**config.mk**
```make
export PLATFORM = sky130hd
export DESIGN_NAME = playlist_sequencer
export DESIGN_NICKNAME = d
export VERILOG_FILES = /design/src/rtl/seq_pkg.sv /design/src/rtl/seq_lfsr8.sv /design/src/rtl/playlist_sequencer.sv
export SDC_FILE = /design/constraint.sdc
export NUM_CORES = 1
export LEC_CHECK = 0
export ABC_AREA = 0
export CAP_MARGIN = 10
export CORE_MARGIN = 4
export CORE_UTILIZATION = 45
export CTS_CLUSTER_DIAMETER = 40
export DETAILED_ROUTE_END_ITERATION = 10
export PLACE_DENSITY = 0.67
export SLEW_MARGIN = 20
export SYNTH_ARGS = -nofsm -noshare
export SYNTH_HDL_FRONTEND = slang
export SYNTH_SLANG_ARGS = --single-unit
```
**constraint.sdc**
```tcl
create_clock -name clk -period 3 [get_ports clk]
set_clock_uncertainty 0.1 [all_clocks]
set_input_delay 0.3 -clock clk [delete_from_list [all_inputs] [get_ports clk]]
set_output_delay 0.3 -clock clk [all_outputs]
set_load 0.01 [all_outputs]
```
**src/rtl/seq_pkg.sv**
```systemverilog
// Shared types and constants for the playlist sequencer.
package seq_pkg;

    typedef enum logic [1:0] {
        STOPPED = 2'd0,
        LOAD    = 2'd1,
        PLAY    = 2'd2,
        GAP     = 2'd3
    } seq_state_t;

    // repeat_mode encodings; 2'b11 falls through to repeat-all
    localparam logic [1:0] REP_NONE = 2'b00;
    localparam logic [1:0] REP_ALL  = 2'b01;
    localparam logic [1:0] REP_ONE  = 2'b10;

    // x^8+x^6+x^5+x^4+1, shift-left Fibonacci form: feedback from bits 7,5,4,3
    localparam logic [7:0] LFSR_SEED = 8'hA5;
    localparam logic [7:0] LFSR_TAPS = 8'b1011_1000;

endpackage

```
**src/rtl/seq_lfsr8.sv**
```systemverilog
// Free-running 8-bit Fibonacci LFSR used as the shuffle source.
module seq_lfsr8
    import seq_pkg::*;
(
    input  logic       clk,
    input  logic       reset,
    output logic [7:0] lfsr
);

    // shift left, feedback is the parity of the tapped bits
    always_ff @(posedge clk or negedge reset) begin
        if (!reset) lfsr <= LFSR_SEED;
        else        lfsr <= {lfsr[6:0], ^(lfsr & LFSR_TAPS)};
    end

endmodule

```
**src/rtl/playlist_sequencer.sv**
```systemverilog
// Playlist sequencer: track select, playback gating, restart pulse on
// every track change, auto-advance with silent gap and repeat modes.
// Optional shuffle is built only when SEQ_SHUFFLE_EN is defined.
module playlist_sequencer
    import seq_pkg::*;
#(
    parameter int  NUM_SONGS  = 4,
    parameter int  GAP_CYCLES = 50_000_000,
    localparam int SEL_W      = $clog2(NUM_SONGS)
) (
    input  logic             clk,
    input  logic             reset,
    input  logic             start,
    input  logic             stop,
    input  logic             next,
    input  logic             prev,
    input  logic             song_finished,
    input  logic [1:0]       repeat_mode,
    input  logic             shuffle,
    output logic [SEL_W-1:0] song_sel,
    output logic             play_en,
    output logic             restart,
    output logic             at_end
);

    localparam logic [SEL_W-1:0] LAST     = SEL_W'(NUM_SONGS - 1);
    localparam logic [31:0]      GAP_LOAD = 32'(GAP_CYCLES - 1);

    function automatic logic [SEL_W-1:0] inc_idx(input logic [SEL_W-1:0] i);
        return (i == LAST) ? '0 : i + 1'b1;
    endfunction

    function automatic logic [SEL_W-1:0] dec_idx(input logic [SEL_W-1:0] i);
        return (i == '0) ? LAST : i - 1'b1;
    endfunction

    seq_state_t       state, nxt_state;
    logic [SEL_W-1:0] nxt_sel, fwd_sel, auto_sel;
    logic [31:0]      gap_cnt, nxt_gap;
    logic             pend_end, nxt_pend, nxt_at_end, auto_end;
    logic             finished_d, fin_edge;

    assign fin_edge = song_finished & ~finished_d;
    assign play_en  = (state == PLAY);
    assign restart  = (state == LOAD);

`ifdef SEQ_SHUFFLE_EN
    localparam int PC_W = $clog2(NUM_SONGS + 1);

    logic [7:0]      lfsr;
    logic [PC_W-1:0] played, nxt_played;

    seq_lfsr8 u_lfsr (
        .clk   (clk),
        .reset (reset),
        .lfsr  (lfsr)
    );

    // random pick that never lands on the current track
    function automatic logic [SEL_W-1:0] shuf_pick(input logic [7:0] r,
                                                   input logic [SEL_W-1:0] cur);
        logic [SEL_W-1:0] p;
        p = SEL_W'(32'(r) % NUM_SONGS);
        return (p == cur) ? inc_idx(cur) : p;
    endfunction
`else
    logic unused_shuffle;
    assign unused_shuffle = shuffle;
`endif

    // forward-skip target and auto-advance target for the current track
    always_comb begin
        fwd_sel  = inc_idx(song_sel);
        auto_sel = fwd_sel;
        auto_end = 1'b0;
`ifdef SEQ_SHUFFLE_EN
        if (shuffle) fwd_sel = shuf_pick(lfsr, song_sel);
        auto_sel = fwd_sel;
`endif
        case (repeat_mode)
            REP_ONE: auto_sel = song_sel;
            REP_NONE: begin
`ifdef SEQ_SHUFFLE_EN
                if (shuffle) begin
                    // shuffled order has no "last index"; count tracks instead
                    if (int'(played) + 1 >= NUM_SONGS) begin
                        auto_end = 1'b1;
                        auto_sel = '0;
                    end
                end else if (song_sel == LAST) begin
                    auto_end = 1'b1;
                    auto_sel = '0;
                end
`else
                if (song_sel == LAST) begin
                    auto_end = 1'b1;
                    auto_sel = '0;
                end
`endif
            end
            default: ;  // REP_ALL and 2'b11
        endcase
    end

    // next-state logic; priority stop > next > prev > fin_edge
    always_comb begin
        nxt_state  = state;
        nxt_sel    = song_sel;
        nxt_gap    = gap_cnt;
        nxt_pend   = pend_end;
        nxt_at_end = at_end;
`ifdef SEQ_SHUFFLE_EN
        nxt_played = played;
`endif
        case (state)
            STOPPED: begin
                if (stop) begin
                    nxt_state = STOPPED;
                end else if (next) begin
                    nxt_sel = fwd_sel;
                end else if (prev) begin
                    nxt_sel = dec_idx(song_sel);
                end else if (start) begin
                    nxt_state  = LOAD;
                    nxt_at_end = 1'b0;
`ifdef SEQ_SHUFFLE_EN
                    nxt_played = '0;
`endif
                end
            end
            LOAD: nxt_state = PLAY;
            PLAY: begin
                if (stop) begin
                    nxt_state = STOPPED;
                end else if (next) begin
                    nxt_state = LOAD;
                    nxt_sel   = fwd_sel;
                end else if (prev) begin
                    nxt_state = LOAD;
                    nxt_sel   = dec_idx(song_sel);
                end else if (fin_edge) begin
                    nxt_state = GAP;
                    nxt_gap   = GAP_LOAD;
                    nxt_sel   = auto_sel;
                    nxt_pend  = auto_end;
`ifdef SEQ_SHUFFLE_EN
                    if (int'(played) < NUM_SONGS) nxt_played = played + 1'b1;
`endif
                end
            end
            GAP: begin
                if (stop) begin
                    nxt_state = STOPPED;
                    nxt_pend  = 1'b0;
                end else if (next) begin
                    nxt_state = LOAD;
                    nxt_sel   = fwd_sel;
                    nxt_pend  = 1'b0;
                end else if (prev) begin
                    nxt_state = LOAD;
                    nxt_sel   = dec_idx(song_sel);
                    nxt_pend  = 1'b0;
                end else if (gap_cnt == '0) begin
                    nxt_pend = 1'b0;
                    if (pend_end) begin
                        nxt_state  = STOPPED;
                        nxt_at_end = 1'b1;
                    end else begin
                        nxt_state = LOAD;
                    end
                end else begin
                    nxt_gap = gap_cnt - 32'd1;
                end
            end
            default: nxt_state = STOPPED;
        endcase
    end

    // state and datapath registers; finished_d resets high so a level
    // already present at reset is not taken as an end-of-track edge
    always_ff @(posedge clk or negedge reset) begin
        if (!reset) begin
            state      <= STOPPED;
            song_sel   <= '0;
            gap_cnt    <= '0;
            pend_end   <= 1'b0;
            at_end     <= 1'b0;
            finished_d <= 1'b1;
        end else begin
            state      <= nxt_state;
            song_sel   <= nxt_sel;
            gap_cnt    <= nxt_gap;
            pend_end   <= nxt_pend;
            at_end     <= nxt_at_end;
            finished_d <= song_finished;
        end
    end

`ifdef SEQ_SHUFFLE_EN
    // tracks played since start, for shuffled repeat-none
    always_ff @(posedge clk or negedge reset) begin
        if (!reset) played <= '0;
        else        played <= nxt_played;
    end
`endif

endmodule
```
==> flow_metrics.tcl <==
set metrics [dict create \
    rr_worst_depth 6 \
    cts_hold_buf 0 \
    dp.cells 363 \
    stdcell_count 371 \
    hold_ws_ns 0.0305 \
    row_count 26 \
    synth-edff-count 0 \
    synth_area_leader_cell "dfrtp_1" \
    p_leak_uw 0.00122 \
    vias 2207 \
    synth_ff_type "dfrtp_1" \
    cts_setup_buffers 0 \
    synth_area_per_cell_um2 9.00 \
    grt_max_degree 40 \
    post-route-period-util_pct 91.3 \
    hpwl_um 3910 \
    rsz0062_at_grt "false" \
    synth.most_common_cell "dfrtp_1" \
    synth_fp_nets 293 \
    cts_resized 0 \
    core_mm2 0.00520 \
    cts_tree "yes" \
    ir_drop_mv 0.407 \
    drtIter0Drc 91 \
    fillers 502 \
    path_class "register to register" \
    clk_pin_slew_ns 0.09 \
    cts-buffers-inserted 5 \
    io_pins 15 \
    cts_sinks 39 \
    synth_top_area_share_pct 38.4 \
    synth_area_leaders "dfrtp_1, or4_1, a21oi_1, ha_1, o31ai_1" \
    routed_wl_um 5550 \
    avgRoutedWirePerCell_um 15.0 \
    worstSetupEndpointType "register" \
    grt_pass1_vias 2029 \
    grt_overflow 0 \
    vias_per_cell 5.95 \
    crit_arrival_ns 2.80 \
    initial_core_util_pct 47.5 \
    area_growth_pct 15.0 \
    critPathMaxFanout 11 \
    syn_area_mm2 0.00247 \
    status "completed" \
    fin_nets 318 \
    ys_async_sr_fraction_pct 100 \
    drtAntennaViolNets 0 \
    grt_pass1_wl_um 9700 \
    critPathSlowestCell "o41ai_1" \
    fp.dieArea_mm2 0.00675 \
    cp-start-kind "register" \
    maxCapViolCount 0 \
    h-tree-depth 2 \
    netlist_top_cells_count "dfrtp_1, a21oi_1, nor2_1" \
    fin_crit_ns 2.74 \
    clockRootBuffer "clkbuf_8" \
    tns_ns 0 \
    clk_latency_ns 0.30 \
    finalSetupViolCount 0 \
    slowest_delay_ns 0.86 \
    drc_errors 0 \
    crit_chain "nor4_1 -> nand3_1 -> buf_4 -> o41ai_1 -> or3_2 -> nand3_1" \
    first_pass_iters 4 \
    yosysUniqueCellTypes 51 \
    crit_top_cell "nand3_1" \
    ys_seq_elements 39 \
    cts_buffer_depth 2 \
    die_y_um 82.2 \
    hold_viol_final 0 \
    io_buffers 13 \
    antenna_cells 0 \
    ys_warn_count 0 \
    power_density_mw_per_mm2 788 \
    antenna_found_initial 0 \
    layout-drive-gt1-share_pct 12.3 \
    gp_congestion 0.855 \
    slew_headroom_pct 36.8 \
    seq_area_frac_synth_pct 39.5 \
    die_w_um 82.2 \
    fmax_mhz 365 \
    hold_class "input pin to async pin" \
    tightestPinTransition_ns 0.936 \
    slew_viol_final 0 \
    worstPathRequired_ns 3.06 \
    syn_inst 275 \
    grt.total_usage_pct 18.5 \
]
worst paths after layout:
path                                              start                      end  slack (ns)
worst min register to register     pend_end$_DFFE_PN0P_     pend_end$_DFFE_PN0P_        0.44
worst max-delay path            gap_cnt[10]$_DFFE_PN0P_   gap_cnt[5]$_DFFE_PN0P_        0.26
max in group asynchronous                         reset  gap_cnt[23]$_DFFE_PN0P_        2.20
worst min-delay path                              reset  gap_cnt[17]$_DFFE_PN0P_        0.03
min in group clk                          song_finished     finished_d$_DFF_PN1_        0.38
worst max register to register  gap_cnt[10]$_DFFE_PN0P_   gap_cnt[5]$_DFFE_PN0P_        0.26
cell usage in the layout (no fill, tap or decap), types with 9 or more instances in the layout:
cell,n
a21oi_1,20
buf_4,16
clkdlybuf4s50_1,12
dfrtp_1,38
inv_1,13
nand2_1,13
nand3_1,13
nor2_1,19
nor3_1,9
o21ai_0,17
o31ai_1,13
or4_1,16
cells by family after synthesis:
| group | after synthesis | share of synthesized area [%] |
|---|---|---|
| buffers and inverters | 24 | 3.99 |
| adder cells (fa/ha/maj) | 8 | 4.04 |
| AND/OR/NAND/NOR | 121 | 29.3 |
| XOR/XNOR | 3 | 1.06 |
| AO/OA/AOI/OAI | 77 | 20.9 |
| flip-flops | 39 | 39.5 |
| multiplexers | 3 | 1.21 |
per-layer routing:
| metal | track usage [%] | wire, um | up-vias | part of all wire [%] |
|---|---|---|---|---|
| met5 | 0 | 0 | - | 0 |
| met4 | 4.98 | 47 | 0 | 0.85 |
| met3 | 2.93 | 157 | 5 | 2.8 |
| met2 | 29.6 | 2450 | 26 | 44 |
| met1 | 25.9 | 2900 | 1066 | 52 |
| li1 | - | - | 1110 | - |
sequential cells by signal, summed over array words and instances, names as in the netlist:
| signal | count |
|---|---|
| finished_d | 1 |
| pend_end | 1 |
| gap_cnt | 32 |
| state | 2 |
| song_sel | 2 |
| at_end | 1 |
worst max-delay path: cells and delay by family, from the launching register on:
kind / cells / cell delay, ns
AO/OA/AOI/OAI: 1 / 0.86
buffers and inverters: 1 / 0.23
flip-flops: 1 / 0.42
AND/OR/NAND/NOR: 4 / 1.00
through the flow:
step	setup WS [ns]	power (uW)	area (um^2)	utilization [%]
after CTS	0.251	2250	2850	54.7
after global placement	0.236	1850	2760	53.0
after detailed placement	0.188	1880	2760	53.0
after floorplan	0.176	1550	2470	-
final	0.260	2240	2850	54.7
after global routing	0.0705	2440	2850	54.7
final cells by class:
class                      instances  area, um^2  share of cell area [%]
multi-input combinational        212        1400                    49.1
clock buffer                       5        68.8                    2.42
clock inverter                     3        20.0                   0.703
inverter                          13        48.8                    1.71
tap                               70        87.6                    3.08
sequential                        39         977                    34.3
timing repair buffer              29         245                    8.62
power by group:
group          switching (uW)  internal [uW]
registers                 164            672
logic                     585            452
clock network             209            162
total                     958           1290
Note: power is estimated with default switching activity, not from simulation.
